==> config.mk <==
export PLATFORM = sky130hd
export DESIGN_NAME = led_counter_ctrl
export DESIGN_NICKNAME = d
export VERILOG_FILES = /design/src/rtl/led_counter_pkg.sv /design/src/rtl/led_counter_ctrl_btn_debounce.sv /design/src/rtl/led_counter_ctrl.sv
export SDC_FILE = /design/constraint.sdc
export NUM_CORES = 1
export LEC_CHECK = 0
export ABC_AREA = 1
export CORE_MARGIN = 2
export CORE_UTILIZATION = 35
export CTS_CLUSTER_DIAMETER = 30
export CTS_CLUSTER_SIZE = 12
export DETAILED_ROUTE_END_ITERATION = 7
export GPL_TIMING_DRIVEN = 1
export SLEW_MARGIN = 40
export SYNTH_ARGS = -nofsm -noshare
export SYNTH_HDL_FRONTEND = slang
export SYNTH_SLANG_ARGS = --single-unit
export TNS_END_PERCENT = 1
==> constraint.sdc <==
create_clock -name clk -period 4.9 [get_ports clk]
set_input_delay 0.98 -clock clk [delete_from_list [all_inputs] [get_ports clk]]
set_output_delay 0.98 -clock clk [all_outputs]
set_load 0.005 [all_outputs]
==> src/rtl/led_counter_pkg.sv <==
// ---------------------------------------------------------------------------
// led_counter_pkg
// Shared definitions for the LED counter control slice:
//   - state_e        : controller FSM encoding (IDLE/RUN/PAUSE, 2'b11 unused)
//   - *_DEFAULT      : board-level defaults for tick period and debounce time
//   - C_SPEED_SHIFT  : shift applied per speed-select step
//   - tick_period()  : tick period for a given speed select, never below 1
// ---------------------------------------------------------------------------
package led_counter_pkg;

  typedef enum logic [1:0] {
    S_IDLE  = 2'b00,
    S_RUN   = 2'b01,
    S_PAUSE = 2'b10
  } state_e;

  localparam int unsigned C_MAX_COUNT_DEFAULT = 100_000_000;  // 1 s at 100 MHz
  localparam int unsigned C_DEBOUNCE_DEFAULT  = 1_000_000;    // 10 ms at 100 MHz
  localparam int unsigned C_SPEED_SHIFT       = 2;

  // Each speed step divides the base period by 4; a period of 0 would
  // never fire, so it is clamped to 1 (a tick every cycle).
  function automatic int unsigned tick_period(input int unsigned max_count,
                                              input logic [1:0]  speed);
    int unsigned p;
    p = max_count >> (C_SPEED_SHIFT * int'(speed));
    return (p == 0) ? 1 : p;
  endfunction

endpackage

==> src/rtl/led_counter_ctrl_btn_debounce.sv <==
// ---------------------------------------------------------------------------
// btn_debounce
// Cleans one raw push-button: 2-FF synchroniser, stability counter and a
// rising-edge detector on the debounced level.
//   clk     : system clock
//   rst     : asynchronous active-high reset
//   btn_i   : raw button level
//   press_o : one-cycle pulse when the debounced level rises
// Latency from raw press to press_o is 2 + C_DEBOUNCE + 1 cycles (the pulse
// is consumed on that edge). Releases produce no pulse.
// ---------------------------------------------------------------------------
module btn_debounce
  import led_counter_pkg::*;
#(
  parameter int unsigned C_DEBOUNCE = C_DEBOUNCE_DEFAULT
) (
  input  logic clk,
  input  logic rst,
  input  logic btn_i,
  output logic press_o
);

  localparam int unsigned CW = $clog2(C_DEBOUNCE + 1);

  logic          sync1_q, sync2_q;
  logic          level_q, level_d;
  logic          level_prev_q;
  logic [CW-1:0] cnt_q, cnt_d;

  // The counter only runs while the synchronised input disagrees with the
  // accepted level; any return to agreement restarts it from zero.
  always_comb begin
    level_d = level_q;
    cnt_d   = '0;
    if (sync2_q != level_q) begin
      if (cnt_q == CW'(C_DEBOUNCE - 1)) begin
        level_d = sync2_q;
      end else begin
        cnt_d = cnt_q + CW'(1);
      end
    end
  end

  always_ff @(posedge clk or posedge rst) begin
    if (rst) begin
      sync1_q      <= 1'b0;
      sync2_q      <= 1'b0;
      level_q      <= 1'b0;
      level_prev_q <= 1'b0;
      cnt_q        <= '0;
    end else begin
      sync1_q      <= btn_i;
      sync2_q      <= sync1_q;
      level_q      <= level_d;
      level_prev_q <= level_q;
      cnt_q        <= cnt_d;
    end
  end

  assign press_o = level_q & ~level_prev_q;

endmodule

==> src/rtl/led_counter_ctrl.sv <==
// ---------------------------------------------------------------------------
// led_counter_ctrl
// Run/pause/step/direction/clear controller for the 16-bit LED counter.
//   clk     : 100 MHz system clock
//   btnC    : asynchronous active-high reset
//   btnU    : run/pause toggle (raw)
//   btnD    : single step (raw)
//   btnL    : direction toggle (raw)
//   btnR    : clear (raw)
//   sw      : speed select, tick period = C_MAX_COUNT >> (2*sw), min 1
//   cnt_en  : one-cycle count-enable strobe
//   cnt_up  : count direction, 1 = increment
//   cnt_clr : one-cycle synchronous clear strobe
//   state   : FSM state for status LEDs
// All outputs are registered: they follow the press pulse or terminal
// count that causes them by one cycle.
// ---------------------------------------------------------------------------
module led_counter_ctrl
  import led_counter_pkg::*;
#(
  parameter int unsigned C_MAX_COUNT = C_MAX_COUNT_DEFAULT,
  parameter int unsigned C_DEBOUNCE  = C_DEBOUNCE_DEFAULT
) (
  input  logic       clk,
  input  logic       btnC,
  input  logic       btnU,
  input  logic       btnD,
  input  logic       btnL,
  input  logic       btnR,
  input  logic [1:0] sw,
  output logic       cnt_en,
  output logic       cnt_up,
  output logic       cnt_clr,
  output logic [1:0] state
);

  localparam int unsigned PW = $clog2(C_MAX_COUNT + 1);

  // Button order in the vector: [0]=U, [1]=D, [2]=L, [3]=R
  logic [3:0] btn_raw;
  logic [3:0] press;

  assign btn_raw = {btnR, btnL, btnD, btnU};

  generate
    for (genvar gi = 0; gi < 4; gi++) begin : g_btn
      btn_debounce #(
        .C_DEBOUNCE(C_DEBOUNCE)
      ) u_debounce (
        .clk    (clk),
        .rst    (btnC),
        .btn_i  (btn_raw[gi]),
        .press_o(press[gi])
      );
    end
  endgenerate

  logic press_u, press_d, press_l, press_r;
  assign press_u = press[0];
  assign press_d = press[1];
  assign press_l = press[2];
  assign press_r = press[3];

  state_e        state_q, state_d;
  logic [PW-1:0] presc_q, presc_d;
  logic [PW-1:0] period;
  logic [1:0]    sw_q;
  logic          sw_chg;
  logic          tc;
  logic          cnt_en_q, cnt_en_d;
  logic          cnt_clr_q, cnt_clr_d;
  logic          cnt_up_q, cnt_up_d;

  assign period = PW'(tick_period(C_MAX_COUNT, sw));
  assign sw_chg = (sw != sw_q);
  assign tc     = (presc_q == period - PW'(1));

  always_comb begin
    state_d   = state_q;
    presc_d   = presc_q;
    cnt_en_d  = 1'b0;
    cnt_clr_d = 1'b0;
    // Direction is independent of every other button and of the state.
    cnt_up_d  = cnt_up_q ^ press_l;

    case (state_q)
      S_IDLE, S_PAUSE: begin
        if (press_u) begin
          state_d = S_RUN;
          presc_d = '0;
        end else if (press_d) begin
          cnt_en_d = 1'b1;
        end
      end
      S_RUN: begin
        // Step is meaningless while free-running, so D is ignored here.
        if (press_u) begin
          state_d = S_PAUSE;
        end else if (sw_chg) begin
          // Restart the period cleanly so a speed change never yields a
          // truncated first tick.
          presc_d = '0;
        end else if (tc) begin
          cnt_en_d = 1'b1;
          presc_d  = '0;
        end else begin
          presc_d = presc_q + PW'(1);
        end
      end
      default: state_d = S_IDLE;
    endcase

    if (sw_chg) begin
      presc_d = '0;
    end

    // Clear overrides everything, including a pending enable.
    if (press_r) begin
      state_d   = S_IDLE;
      presc_d   = '0;
      cnt_en_d  = 1'b0;
      cnt_clr_d = 1'b1;
    end
  end

  always_ff @(posedge clk or posedge btnC) begin
    if (btnC) begin
      state_q   <= S_IDLE;
      presc_q   <= '0;
      sw_q      <= 2'b00;
      cnt_en_q  <= 1'b0;
      cnt_clr_q <= 1'b0;
      cnt_up_q  <= 1'b1;
    end else begin
      state_q   <= state_d;
      presc_q   <= presc_d;
      sw_q      <= sw;
      cnt_en_q  <= cnt_en_d;
      cnt_clr_q <= cnt_clr_d;
      cnt_up_q  <= cnt_up_d;
    end
  end

  assign cnt_en  = cnt_en_q;
  assign cnt_clr = cnt_clr_q;
  assign cnt_up  = cnt_up_q;
  assign state   = state_q;

endmodule
## Yosys cells after proc, flatten, opt, wreduce, memory -nomap -nowiden

Index checks and enable logic that the tools add are counted.

- Input bits: 8
- Output and inout bits: 5
- Register bits after elaboration: 130
- Logic and storage cells: 95

- Shift operators: 1
- Multiplexer cells: 27
- Add/sub/neg operators: 6
- Equal/unequal tests: 16
- Reductions and logical operators: 10
- Bitwise logic cells: 9

Operator list:

| kind | number |
|---|---|
| 27-bit 2-to-1 mux | 6 |
| 20-bit 2-to-1 mux | 8 |
| 20-bit by 1-bit adder with 20-bit output (second input constant) | 4 |
| 20-bit equality test (second input constant) | 4 |
| 27-bit case mux with 2 select lines | 1 |
| 32-bit zero test | 1 |
| 27-bit by 3-bit right shift with 32-bit output (first input constant) | 1 |
| 27-bit by 1-bit adder with 27-bit output (second input constant) | 1 |
| 27-bit equality test | 1 |
| 27-bit by 1-bit subtractor with 27-bit output (second input constant) | 1 |
| 2-bit AND reduction | 5 |
| 1-bit 2-to-1 mux | 7 |
| 2-bit 2-to-1 mux | 3 |
| 3-bit by 1-bit inequality test with 1-bit output (second input constant) | 2 |
| 1-bit bitwise AND | 4 |
| 1-bit inequality test | 4 |
| 4-bit by 2-bit inequality test with 1-bit output (second input constant) | 1 |
| 4-bit by 3-bit inequality test with 1-bit output (second input constant) | 1 |
| 1-bit inverter | 4 |
| 2-bit case mux with 2 select lines | 1 |
| 4-bit nonzero test | 1 |
| 3-bit AND reduction | 1 |
| 2-bit by 1-bit equality test with 1-bit output (second input constant) | 1 |
| 2-bit equality test (second input constant) | 1 |
| other kinds (5) | 5 |

## Depth between registers and ports, before layout

Gate-level depths: netlist of the first run.

- Depth in word-level cells: 10
- Mapped depth: 17
- Mapped depth without buffers: 14

## Hierarchy

Synthesis of the first run repeated with hierarchy kept, for this count alone.

- Cells, all modules: 1025
- Area, all modules: 7818.7 µm²

By module, submodules not included:

| module | cells an instance | area an instance (µm²) | sequential area each (µm²) | times used |
|---|---|---|---|---|
| btn_debounce | 164 | 1330.0 | 600.6 | 4 |
| led_counter_ctrl | 369 | 2498.6 | 852.1 | 1 |

## Worst setup path before layout of the first run

OpenSTA, ideal clock, no wires.

- Path type: input-to-reg
- Start: input sw[1]
- End: register presc_q[8]
- Setup slack: 2.357 ns
- Arrival time: 2.424 ns
- Required time: 4.781 ns
- Library setup time: 0.119 ns
- Stages: 15
- Buffers on the path: 3
- Cell sequence: buf_6 -> inv_4 -> ha_1 -> clkbuf_2 -> a21oi_1 -> nand2_1 -> nor2_1 -> nand2_1 -> nor2_2 -> nand2_1 -> nand2_2 -> buf_6 -> nand2_4 -> nand2_1 -> nor2_1

- Word-level cells in the longest chain between the ends: 10
- Elaborated cells between the ends (all ways): 15
- Those cells by class: add/sub: 1; eq/ne: 4; shift: 1; mux: 6; reduce/logical: 3

Ends and longest elaborated chain:

| item | RTL line | text |
|---|---|---|
| start, declared | led_counter_ctrl.sv:30 | `input logic [1:0] sw,` |
| 27-bit by 3-bit right shift with 32-bit output | led_counter_pkg.sv:26 | `p = max_count >> (C_SPEED_SHIFT * int'(speed));` |
| 32-bit zero test | led_counter_pkg.sv:27 | `return (p == 0) ? 1 : p;` |
| 27-bit 2-to-1 mux | led_counter_pkg.sv:27 |  |
| 27-bit by 1-bit subtractor with 27-bit output | led_counter_ctrl.sv:76 | `assign tc = (presc_q == period - PW'(1));` |
| 27-bit equality test | led_counter_ctrl.sv:76 |  |
| 27-bit 2-to-1 mux | led_counter_ctrl.sv:103 | `end else if (tc) begin` |
| 27-bit 2-to-1 mux | led_counter_ctrl.sv:97 | `if (press_u) begin` |
| 27-bit case mux with 2 select lines | led_counter_ctrl.sv:86 | `case (state_q)` |
| 27-bit 2-to-1 mux | led_counter_ctrl.sv:113 | `if (sw_chg) begin` |
| 27-bit 2-to-1 mux | led_counter_ctrl.sv:118 | `if (press_r) begin` |
| end signal, assigned | led_counter_ctrl.sv:136 | `presc_q <= presc_d;` |
| end, declared | led_counter_ctrl.sv:65 | `logic [PW-1:0] presc_q, presc_d;` |

Several ways; a longest one is shown, not always the timed one. The select of a mux whose other input is x is not followed.
A chain may end at the register's enable or synchronous reset.

## Worst setup path in the final report of the first run

Same ends and word-level chain as after synthesis.

==> key figures, run 1 <==
Run status
  • Status: finished, final reports clean

Power
  • Static Leak: 3.55 nW
  • Clock network fraction of design power: 0.507
  • Seq pwr share: 0.451
  • Power, Total: 2.42 mW
  • Pwr dens: 300 nW/um^2
  • P_int: 1.90 mW
  • Net Sw Power: 0.528 mW
  • Max rail drop VDD: 0.261 mV
  • Switching Share: 0.218
  • Combinational power share: 0.042

Clocking
  • CTS Hold Bufs: 0
  • CTS H-tree depth: 4
  • Worst-Skew Late Latency: 420 ps
  • Clk sinks: 130
  • Max clock buf depth: 2
  • Reg clk slew, reported paths: 50 ps
  • CTS Buf Count: 17
  • Setup repair bufs after CTS: 0
  • Root buf cell: clkbuf_16
  • CTS tree: built
  • CTS resizes: 0

Logic synthesis
  • Largest family of logic cells by synthesized area: simple AND/OR/NAND/NOR gates
  • Yosys warning total: 0
  • Post-Synth Adder-Cell Area: 0.0211
  • FFs w/ async S/R, synth: 1.00
  • Post-synthesis mux area share: 0
  • Sequential area share after synthesis: 0.456
  • Syn nets: 944
  • Post-Synth XOR/XNOR Area: 0.0540
  • Synth Area per Inst: 7.72 sq um
  • Post-synth cell types: 40
  • Mapped Area: 7130 sq um
  • Compound-Gate Fraction of Synth Area: 0.0493
  • Most used DFF post-synth: dfrtp_1
  • Synthesis-stage register bit count: 130
  • Mapped Cells: 924
  • Post-synth EDFFs: 0
  • Synth Area in Simple Gates: 0.330

Route
  • DRC: 0
  • DRT Wirelength: 14500 microns
  • Starting DRC count in detailed routing: 347
  • DRT Pass-1 Iters: 5
  • Vias: 5592
  • Vias per std cell: 4.56
  • Post-DRT Antenna Nets: 0
  • Avg WL per Cell: 11.8 microns

Global routing
  • Tot GR Track Use: 0.144
  • Initial antenna violation count: 0
  • First-pass GRT wire length: 25500 microns
  • Gr ovfl total: 0
  • Largest net degree at the start of global routing: 80
  • Vias in the first global route: 5463

STA
  • Hold Violations, Final: 0
  • Clock skew: 10.0 ps
  • Pins over their slew limit: 0
  • Fin Setup TNS: 0 ps
  • RSZ-0062 raised after global routing: no
  • Fin crit share: 0.680
  • WHS: 348 ps
  • Fmax achieved: 300 MHz
  • Actual slew at the worst max-slew pin: 554 ps
  • Slew HR: 0.631
  • Min Tclk post-route: 3330 ps
  • Final setup fails: 0

Layout
  • N_diodes: 0
  • Net total in the final layout: 965
  • Most common cell after layout, fill and taps aside: nand2_1
  • Fraction of layout cells with a size suffix above 1: 0.0722
  • Filler instances: 2027
  • Utilization after layout: 0.402
  • Area added between synthesis and finish: 13.2%
  • FF/Latch Area: 3250 sq um
  • Area of the multi-input gates: 3240 sq um
  • Most frequent cells in the layout: nand2_1, nor2_1, inv_1

Setup path
  • CP Launch Type: input pin
  • Reg-to-reg slack, setup: 2780 ps
  • Critical Path End Type: flip-flop
  • Crit path max fanout: 20
  • Critical Path AT: 3630 ps
  • Worst r2r src: presc_q[0]
  • Setup Crit Path Kind: in2reg
  • RR Endpoint: presc_q[8]
  • CP max-delay cell: clkdlybuf4s50_1
  • Critical Path Max Stage Delay: 780 ps
  • Required @ worst endpoint: 5200 ps
  • CP cell instances: clkdlybuf4s50_1 > inv_4 > ha_1 > nand2_1 > o21ai_0 > nor2_1 > nand3_1 > nor2_1 > nand2_1 > nand2_2 > nand2_4 > nand2_1 > nor2_1
  • Worst reg-to-reg path cell count: 10

Die
  • Cell Rows: 52
  • Initial Util: 0.355
  • Vert. Die Dim: 147 microns
  • Core footprint: 20100 sq um
  • IO Count: 13
  • Die X: 147 microns
  • Die Area: 21500 sq um

Place
  • Dpl hpwl: 10200 microns
  • IO Port Bufs: 12
  • GP Congestion: 0.846

Min path
  • Hold endpoint: g_btn[3].u_debounce.sync2_q
  • Hold depth: 0
  • Hold Startpoint: g_btn[3].u_debounce.sync1_q
  • Hold crit path type: reg2reg

Run
  • Max_cap viols: 0
## power by group through the flow
| stage | Sequential, mW | Clock, mW | Combinational, mW |
|---|---|---|---|
| final | 1.09 | 1.23 | 0.101 |
| after global routing | 1.09 | 1.32 | 0.118 |
| after CTS | 1.09 | 1.26 | 0.104 |
| after detailed placement | 1.11 | 0 | 0.104 |
| after global placement | 1.11 | 0 | 0.102 |
| after floorplan | 1.11 | 0 | 0.0811 |
## synthesized netlist by cell type (all sizes together), types with 5 or more instances
master	n	share of area
a21oi	35	0.028
and3	7	0.0061
buf	11	0.013
dfrtp	129	0.45
ha	12	0.021
inv	143	0.076
nand2	207	0.11
nand3	50	0.035
nand4	18	0.019
nor2	171	0.10
nor3	50	0.036
nor3b	5	0.0053
nor4	8	0.0091
o21ai	22	0.016
xnor2	5	0.0061
xor2	39	0.048
## critical path: cells and delay by family
kind / cells / cell delay (ps)
buf+inv: 2 / 910
simple gates: 9 / 1270
compound gates: 1 / 80
fa+ha+maj: 1 / 400
## flip-flops by register name, indices dropped and copies added (netlist names)
name	flops
g_btn.u_debounce.cnt_q	80
presc_q	27
g_btn.u_debounce.level_prev_q	4
g_btn.u_debounce.level_q	4
g_btn.u_debounce.sync1_q	4
g_btn.u_debounce.sync2_q	4
state	2
sw_q	2
cnt_clr	1
cnt_en	1
cnt_up	1
## worst max-delay path by stage
stage | from | endpoint | slack [ps] | cells after the start
after floorplan | btnC | cnt_clr | 450 | 1
after global placement | sw[1] | presc_q[8] | 1240 | 13
after detailed placement | sw[1] | presc_q[8] | 1110 | 13
after CTS | sw[1] | presc_q[8] | 1540 | 13
after global routing | sw[1] | presc_q[8] | 1320 | 14
final | sw[1] | presc_q[8] | 1570 | 13
## kinds of logic (layout without fill, tap and decap cells)
group / count (synthesis) / after routing
simple gates: 521 / 521
xor+xnor: 44 / 44
compound gates: 62 / 62
fa+ha+maj: 12 / 12
buf+inv: 155 / 187
flops: 130 / 130
## final cells by class
| class | count | area share |
|---|---|---|
| clock buffer | 25 | 0.0601 |
| clock inverter | 5 | 0.00961 |
| inverter | 143 | 0.0677 |
| multi-input combinational | 639 | 0.401 |
| sequential | 130 | 0.403 |
| tap | 270 | 0.0418 |
| timing repair buffer | 14 | 0.0167 |
## layer usage
metal,vias to the layer above,share of wire,GRT usage
met5,-,0,0
met4,0,0.019,0.0510
met3,20,0.032,0.0351
met2,55,0.45,0.231
met1,2575,0.50,0.191
li1,2942,-,-
## through the flow
| stage | setup WS (ps) | instances | cell area [sq um] |
|---|---|---|---|
| 6_report | 1570 | 1226 | 8080 |
| 5_1_grt | 1320 | 1226 | 8080 |
| 4_1_cts | 1540 | 1226 | 8070 |
| 3_5_place_dp | 1110 | 1196 | 7510 |
| 3_3_place_gp | 1240 | 1196 | 7510 |
| 2_1_floorplan | 452 | 924 | 7130 |
Note: power is estimated with default switching activity, not from simulation.
==> run 2, diff against run 1 <==
clock period = 3.43 ns   (was 4.9 ns; I/O delays follow)
==> key figures, run 2 (synthesis gave the netlist of run 1 again) <==
Power
  • Static Leak: 3.60 nW (+1.4%)
  • Pwr dens: 441 nW/um^2 (+47%)
  • Max rail drop VDD: 0.425 mV (+63%)
  • Power, Total: 3.62 mW (+49%)

Setup path
  • Crit path max fanout: 11 (-45%)
  • Crit. Startpoint: sw[0]
  • Critical Path Max Stage Delay: 610 ps (-170 ps)
  • Most frequent CP cell: nand2_1
  • Required @ worst endpoint: 3710 ps (-1490 ps)
  • CP Launch Type: input pin
  • CP max-delay cell: clkdlybuf4s50_1
  • Setup Crit Path Kind: in2reg
  • CP cell instances: clkdlybuf4s50_1 > inv_1 > ha_1 > a21oi_1 > nand2_1 > nor2_1 > nand2_1 > nor2_2 > nand2_1 > nand2_2 > buf_12 > a21oi_1
  • Critical Path AT: 2980 ps (-650 ps)
  • Top delay family on crit path: buffers and inverters
  • Worst r2r src: g_btn[0].u_debounce.cnt_q[0]
  • Worst Path Buf+Inv: 3 (+1)
  • Critical Path End Type: flip-flop

Layout
  • Utilization after layout: 0.408 (+0.00653)
  • Max FFs per register: 80 (unchanged)
  • Net total in the final layout: 969 (+0.41%)
  • Biggest regs: g_btn.u_debounce.cnt_q (80), presc_q (27)
  • Most common cell after layout, fill and taps aside: nand2_1
  • Final instance area: 8210 sq um (+1.6%)
  • N_diodes: 0 (unchanged)
  • Reg with most FFs: g_btn.u_debounce.cnt_q
  • Post-route insts no fill: 1232 (+0.49%)
  • Area added between synthesis and finish: 15.1%
  • Most frequent cells in the layout: nand2_1, nor2_1, inv_1
  • Fraction of layout cells with a size suffix above 1: 0.0832 (+0.0110)

STA
  • RSZ-0062 raised after global routing: no
  • Fmax achieved: 370 MHz
  • Slew HR: 0.574 (-0.0571)
  • WHS: 347 ps (-0.596 ps)
  • Pins over their slew limit: 0 (unchanged)
  • Hold Violations, Final: 0 (unchanged)
  • Clock skew: 8.57 ps (-1.44 ps)
  • Final setup fails: 0 (unchanged)
  • Actual slew at the worst max-slew pin: 638 ps (+84.4 ps)
  • Final Worst Setup Slack: 725 ps (-843 ps)
  • Fin crit share: 0.789
  • Fin Setup TNS: 0 ps (unchanged)
  • Min Tclk post-route: 2710 ps

Clocking
  • Setup repair bufs after CTS: 0 (unchanged)
  • CTS H-tree depth: 4 (unchanged)
  • Clk sinks: 130 (unchanged)
  • CTS Hold Bufs: 0 (unchanged)
  • Root buf cell: clkbuf_16
  • CTS tree: built
  • Max clock buf depth: 2 (unchanged)
  • CTS Buf Count: 17 (unchanged)
  • Reg clk slew, reported paths: 60 ps (about the same)
  • Worst-Skew Late Latency: 420 ps (about the same)
  • CTS resizes: 0 (unchanged)

Global routing
  • Largest net degree at the start of global routing: 45 (-44%)
  • Tot GR Track Use: 0.145 (+0.000534)
  • M1 GR Usage: 0.200 (+0.00862)
  • M2 GR Usage: 0.226 (-0.00493)
  • Top Usage Layer GRT: met2
  • Vias in the first global route: 5396 (-1.2%)
  • Gr ovfl total: 0 (unchanged)
  • Grt met3 use: 0.0323 (-0.00280)
  • First-pass GRT wire length: 25400 microns (-0.30%)
  • Initial antenna violation count: 0 (unchanged)

Place
  • Dpl hpwl: 10500 microns (+2.7%)
  • Dpl ws: 281 ps (-825 ps)
  • GP Congestion: 0.913 (+7.9%)
  • IO Port Bufs: 12 (unchanged)
  • DP Area: 7580 sq um (+0.88%)
  • Dpl cells: 1200 (+0.33%)

Die
  • Vert. Die Dim: 147 microns (unchanged)
  • Die X: 147 microns (unchanged)
  • Cell Rows: 52 (unchanged)
  • IO Count: 13 (unchanged)
  • Initial Util: 0.355 (unchanged)
  • Die Area: 21500 sq um (unchanged)
  • Core footprint: 20100 sq um (unchanged)

Min path
  • Hold crit path type: reg2reg
  • Hold Startpoint: g_btn[0].u_debounce.sync1_q

Run
  • Max_cap viols: 0 (unchanged)

Run status
  • Status: finished, final reports clean

Route
  • Avg WL per Cell: 11.9 microns (+0.96%)
  • Vias per std cell: 4.63 (+1.4%)
  • Starting DRC count in detailed routing: 294 (-15%)
  • DRC: 0 (unchanged)
  • DRT Pass-1 Iters: 6 (+1)
  • Post-DRT Antenna Nets: 0 (unchanged)
  • DRT Wirelength: 14700 microns (+1.5%)
  • Vias: 5699 (+1.9%)
==> run 2: routing by layer <==
layer	wire length [microns]	share of wire
met1	7430	0.51
met2	6610	0.45
met3	457	0.031
met4	187	0.013
met5	0	0
==> run 2: where the power goes <==
part           total, mW  internal (mW)  switching, mW
Sequential          1.56           1.55         0.0104
Combinational      0.150         0.0433          0.107
Clock               1.91           1.22          0.686
==> run 2: cell type report <==
type                            count  area (sq um)
Clock buffer                       21           480
Clock inverter                     11           150
Fill cell                        1989         11900
Inverter                          143           543
Multi-Input combinational cell    639          3240
Sequential cell                   130          3250
Tap cell                          270           338
Timing Repair Buffer               18           203
==> run 2: final timing paths <==
| kind | cells past startpoint | slack, ps | to |
|---|---|---|---|
| hold / removal | 0 | 350 | g_btn[0].u_debounce.sync2_q |
| setup reg to reg | 10 | 1350 | g_btn[0].u_debounce.cnt_q[17] |
| hold reg to reg | 0 | 350 | g_btn[0].u_debounce.sync2_q |
| max in group asynchronous | 3 | 2090 | presc_q[0] |
| setup / recovery | 12 | 720 | presc_q[21] |
| min in group asynchronous | 2 | 700 | g_btn[2].u_debounce.sync1_q |
==> run 3, diff against run 2 <==
clock period = 2.4 ns   (was 3.43 ns; I/O delays follow)
==> key figures, run 3 (synthesis gave the netlist of run 1 again) <==
Route
  • Vias: 5687 (-0.21%)
  • Vias per std cell: 4.52 (-2.4%)
  • DRT Wirelength: 14800 microns (+0.68%)
  • DRT Pass-1 Iters: 5 (-1)
  • DRC: 0 (unchanged)
  • Starting DRC count in detailed routing: 298 (+1.4%)
  • Avg WL per Cell: 11.7 microns (-1.5%)
  • Post-DRT Antenna Nets: 0 (unchanged)

Setup path
  • Reg-to-reg slack, setup: 550 ps (-800 ps)
  • Critical Path AT: 2470 ps (-510 ps)
  • RR Endpoint: presc_q[1]
  • Required @ worst endpoint: 2690 ps (-1020 ps)
  • Worst r2r src: presc_q[0]
  • CP Launch Type: input pin
  • Critical Path End Type: flip-flop
  • Crit path max fanout: 7 (-4)
  • Setup Crit Path Kind: in2reg
  • Worst reg-to-reg path cell count: 9 (-1)

Place
  • GP Congestion: 0.860 (-5.8%)
  • DP Area: 7790 sq um (+2.8%)
  • IO Port Bufs: 12 (unchanged)
  • Dpl ws: -244 ps (-525 ps)
  • Dpl hpwl: 10900 microns (+3.4%)

Layout
  • Reg with most FFs: g_btn.u_debounce.cnt_q
  • Biggest regs: g_btn.u_debounce.cnt_q (80), presc_q (27)
  • Utilization after layout: 0.419 (+0.0111)
  • Most common cell after layout, fill and taps aside: nand2_1
  • Max FFs per register: 80 (unchanged)
  • Final instance area: 8430 sq um (+2.7%)
  • N_diodes: 0 (unchanged)
  • Most frequent cells in the layout: nand2_1, nor2_1, inv_1
  • Area added between synthesis and finish: 18.2%
  • Net total in the final layout: 996 (+2.8%)
  • Fraction of layout cells with a size suffix above 1: 0.108 (+0.0250)

STA
  • Hold Violations, Final: 0 (unchanged)
  • Final Worst Setup Slack: 221 ps (-504 ps)
  • RSZ-0062 raised after global routing: no
  • Fin Setup TNS: 0 ps (unchanged)
  • Min Tclk post-route: 2180 ps
  • Clock skew: 14.3 ps (+5.73 ps)
  • Final setup fails: 0 (unchanged)
  • Actual slew at the worst max-slew pin: 581 ps (-56.7 ps)
  • Slew HR: 0.612 (+0.0379)
  • Fmax achieved: 459 MHz
  • Fin crit share: 0.908
  • Pins over their slew limit: 0 (unchanged)

Min path
  • Hold endpoint: g_btn[0].u_debounce.sync2_q
  • Hold depth: 0 (unchanged)
  • Hold crit path type: reg2reg
  • Hold Startpoint: g_btn[0].u_debounce.sync1_q

Power
  • Clock network fraction of design power: 0.526 (about the same)
  • Switching Share: 0.216 (-0.00626)
  • P_int: 4.12 mW (+46%)
  • Net Sw Power: 1.13 mW (+41%)
  • Seq pwr share: 0.426 (-0.005)
  • Pwr dens: 622 nW/um^2 (+41%)
  • Static Leak: 3.74 nW (+3.8%)
  • Combinational power share: 0.048 (+0.007)
  • Max rail drop VDD: 0.693 mV (+63%)

Clocking
  • Setup repair bufs after CTS: 0 (unchanged)
  • CTS H-tree depth: 4 (unchanged)
  • Root buf cell: clkbuf_16
  • CTS tree: built
  • Max clock buf depth: 2 (unchanged)
  • CTS Hold Bufs: 0 (unchanged)
  • Worst-Skew Late Latency: 420 ps (about the same)
  • CTS resizes: 0 (unchanged)
  • Reg clk slew, reported paths: 60 ps (about the same)
  • CTS Buf Count: 17 (unchanged)
  • Clk sinks: 130 (unchanged)

Global routing
  • Gr ovfl total: 0 (unchanged)
  • Vias in the first global route: 5460 (+1.2%)
  • Tot GR Track Use: 0.146 (+0.00165)
  • Largest net degree at the start of global routing: 34 (-24%)
  • First-pass GRT wire length: 25700 microns (+1.0%)
  • Initial antenna violation count: 0 (unchanged)

Die
  • Core footprint: 20100 sq um (unchanged)
  • Initial Util: 0.355 (unchanged)
  • Die Area: 21500 sq um (unchanged)
  • IO Count: 13 (unchanged)
  • Vert. Die Dim: 147 microns (unchanged)
  • Cell Rows: 52 (unchanged)
  • Die X: 147 microns (unchanged)

Run status
  • Status: finished, final reports clean

Run
  • Max_cap viols: 0 (unchanged)
==> run 3: changes by cell type in the layout (fill, tap and decap cells not counted), sizes merged <==
cell	before	now
inv	144	143
buf	6	33
clkbuf	21	25
clkinvlp	6	3
==> run 3: layer usage <==
layer / vias to the layer above / wire length [microns] / global-route usage
li1: 3011 / - / -
met1: 2584 / 7360 / 0.201
met2: 77 / 6780 / 0.230
met3: 15 / 461 / 0.0267
met4: 0 / 187 / 0.0607
met5: - / 0 / 0
==> run 3: cell type report <==
class / count / area, sq um
multi-input combinational: 639 / 3240
clock buffer: 25 / 515
timing repair buffer: 45 / 418
inverter: 143 / 543
fill: 2018 / 11700
sequential: 130 / 3250
clock inverter: 7 / 119
tap: 270 / 338
==> run 3: worst max path at each step <==
stage | cells after the start | endpoint | slack [ps] | startpoint
3_5_place_dp | 12 | presc_q[1] | -240 | sw[1]
4_1_cts | 12 | presc_q[1] | 190 | sw[1]
6_report | 13 | presc_q[1] | 220 | sw[1]
3_3_place_gp | 12 | presc_q[1] | -190 | sw[1]
2_1_floorplan | 1 | cnt_clr | 310 | btnC
5_1_grt | 13 | presc_q[1] | 20 | sw[1]
==> run 3: stage by stage <==
stage               total power, mW  std cells  hold slack (ps)
floorplan                      2.43        924              331
global placement               2.53       1227              335
detailed placement             2.53       1227              339
CTS                            5.33       1259              351
global route                   5.46       1259              355
finish                         5.25       1259              349
==> run 3: worst max-delay path, stage by stage <==
cell	delay (ps)
clkdlybuf4s50_1	530
inv_4	40
ha_2	380
nor2_1	60
nor2_1	100
nand2_1	60
nor2_1	80
nand2_1	60
nor2_2	130
nand2_1	90
nand2_2	190
buf_4	190
o21ai_0	90
==> run 3: power by group through the flow <==
stage	sequential, mW	clock [mW]	combinational [mW]
after floorplan	2.27	0	0.166
after global placement	2.27	0	0.258
after detailed placement	2.27	0	0.260
after CTS	2.23	2.84	0.260
after global routing	2.23	2.93	0.291
final	2.23	2.76	0.254
==> RTL change, RTL diff (flow settings as in run 1) <==
`C_DEBOUNCE_DEFAULT`: 1_000_000 -> 2_000_000.
--- a/src/rtl/led_counter_pkg.sv
+++ b/src/rtl/led_counter_pkg.sv
@@ -16,5 +16,5 @@
 
   localparam int unsigned C_MAX_COUNT_DEFAULT = 100_000_000;  // 1 s at 100 MHz
-  localparam int unsigned C_DEBOUNCE_DEFAULT  = 1_000_000;    // 10 ms at 100 MHz
+  localparam int unsigned C_DEBOUNCE_DEFAULT  = 2_000_000;    // 10 ms at 100 MHz
   localparam int unsigned C_SPEED_SHIFT       = 2;
 
Check against the original RTL: no difference found for any inputs over 10 cycles, from zero or initial values; that may be too few to reach the edited logic, so the function may still have changed.
==> RTL change against run 1 <==
- wire length rose by 3.5%
- total power rose by 4.8%
- synthesized area rose by 2.8%
- worst setup slack improved by 0.14 ns
- sequential cell count rose by 4
- final cell count rose by 0.73%
- design area rose by 3.5%
- count of clock-buffer cells in the layout fell by 5
==> RTL change: results <==
[placement]
place_congestion = 0.8352
port_buffers = 12
place_hpwl_um = 10560

[clock_tree]
htree_num_levels = 4
cts_resized = 0
post_cts_buffers = 0
root_buffer = "clkbuf_16"
cts_made_buffers = 17
path_clk_slew_ns = 0.06
clk_path_buf_depth = 2
clk_latency_ns = 0.42

[detailed_routing]
wire_per_inst_um = 12.14
via_per_inst = 4.639
drt-initial-drc-count = 428
first_pass_iters = 5

[synthesis]
synth_nets = 945
async_flop_share_pct = 100.0
ys_warn_count = 0
yosys-top-cells-count = "nand2_1, nor2_1, dfrtp_1"
synthTopCellsByArea = "dfrtp_1, nand2_1, nor2_1, inv_1, nand3_1"
ys.flop_type = "dfrtp_1"
yosysSeqAreaShare_pct = 45.77
synth.distinct_cells = 47

[power]
ir_worst_vdd_mv = 0.2462
p_leak_nw = 3.604
switching_share_pct = 23.36

[setup_path]
critPathSlowestCell = "clkdlybuf4s50_1"
crit_fanout = 16
slowest_delay_ns = 0.85
cp.arrival_ns = 3.49
worst_r2r_path_depth = 10

[finish]
drive_gt1_share_pct = 11.61
antenna_cells = 0
top_regs = "g_btn.u_debounce.cnt_q (84), presc_q (27)"
fillers = 2053
nets = 972

[worst_hold_path]
hold_path_class = "flop to flop"
hold_depth = 0

[sta]
skew_ns = 0.007673
timing_worst_slew_pin_value_ns = 0.6849

[grt]
grtUsageTotal_pct = 14.58
antenna_found_initial = 0
grt_first_pass_wirelength_um = 25610
grt_max_degree = 87
grt_pass1_vias = 5263

[status]
outcome = "finished, final reports clean"
RTL change: changes by cell type in the layout (fill, tap and decap cells not counted), sizes merged, moves of 6 or more:
cell	before	now
nand3	50	63
nor2	171	184
nor3	50	37
inv	143	131
xor2	39	28
and3	7	0
xnor2	5	11
RTL change: path summary, 6_finish.rpt:
kind                                                        start                                 endpoint  slack (ns)
max                                                         sw[1]                  presc_q[16]$_DFFE_PP0P_        1.71
min                         g_btn[2].u_debounce.sync1_q$_DFF_PP0_    g_btn[2].u_debounce.sync2_q$_DFF_PP0_        0.35
max reg2reg                g_btn[2].u_debounce.cnt_q[0]$_DFF_PP0_  g_btn[2].u_debounce.cnt_q[20]$_DFF_PP0_        2.82
min reg2reg                 g_btn[2].u_debounce.sync1_q$_DFF_PP0_    g_btn[2].u_debounce.sync2_q$_DFF_PP0_        0.35
max in group asynchronous                                    btnC                         cnt_up$_DFF_PP1_        3.02
min in group asynchronous                                    btnC   g_btn[1].u_debounce.cnt_q[0]$_DFF_PP0_        1.05
RTL change: worst max-delay path, delay by kind of cell:
kind                     cells  cell delay [ns]
adder cells (fa/ha/maj)      1             0.42
AND/OR/NAND/NOR              9             0.82
buffers and inverters        4             1.26
RTL change: layout make-up:
cell class                      count  area (um2)  share of cell area [%]
Multi-Input combinational cell    657        3421                   40.94
Inverter                          128       498.0                   5.960
Clock inverter                     12       142.6                   1.707
Sequential cell                   134        3354                   40.15
Timing Repair Buffer               14       135.1                   1.617
Clock buffer                       20       466.7                   5.586
Tap cell                          270       337.8                   4.043
RTL change: cell families (layout without fill, tap and decap cells):
logic type	Yosys count	after routing	share of synthesized area (%)
AOI/OAI and AO/OA	73	73	5.566
xor gates and xnor gates	39	39	4.661
adders and majority gates	12	12	2.049
buffers and inverters	134	174	7.649
DFF	134	134	45.77
muxes	2	2	0.3073
and+or+nand+nor	531	531	33.99
RTL change: routing by layer:
metal  vias up  track usage, %  wire (um)
li1       3008               -          -
met1      2617           20.76       7645
met2        90           21.78       6626
met3        14           3.405        544
met4         0           5.143        177
met5         -               0          0
RTL change: power by group through the flow:
stage,clock network (mW),registers (mW),logic [mW]
after CTS,1.34,1.13,0.111
final,1.30,1.13,0.109
after floorplan,0,1.15,0.0852
after global routing,1.39,1.13,0.127
after global placement,0,1.15,0.109
after detailed placement,0,1.15,0.110
RTL change: metrics by stage:
stage | utilization [%] | cell area (um2) | setup WS, ns | hold WS, ns | cells
floorplan | - | 7328 | 0.3389 | 0.3312 | 925
global placement | 37.99 | 7736 | 1.380 | 0.3353 | 1203
detailed placement | 38.03 | 7744 | 1.303 | 0.3465 | 1203
CTS | 41.02 | 8353 | 1.739 | 0.3501 | 1235
global route | 41.03 | 8356 | 1.502 | 0.3529 | 1235
finish | 41.03 | 8356 | 1.710 | 0.3482 | 1235
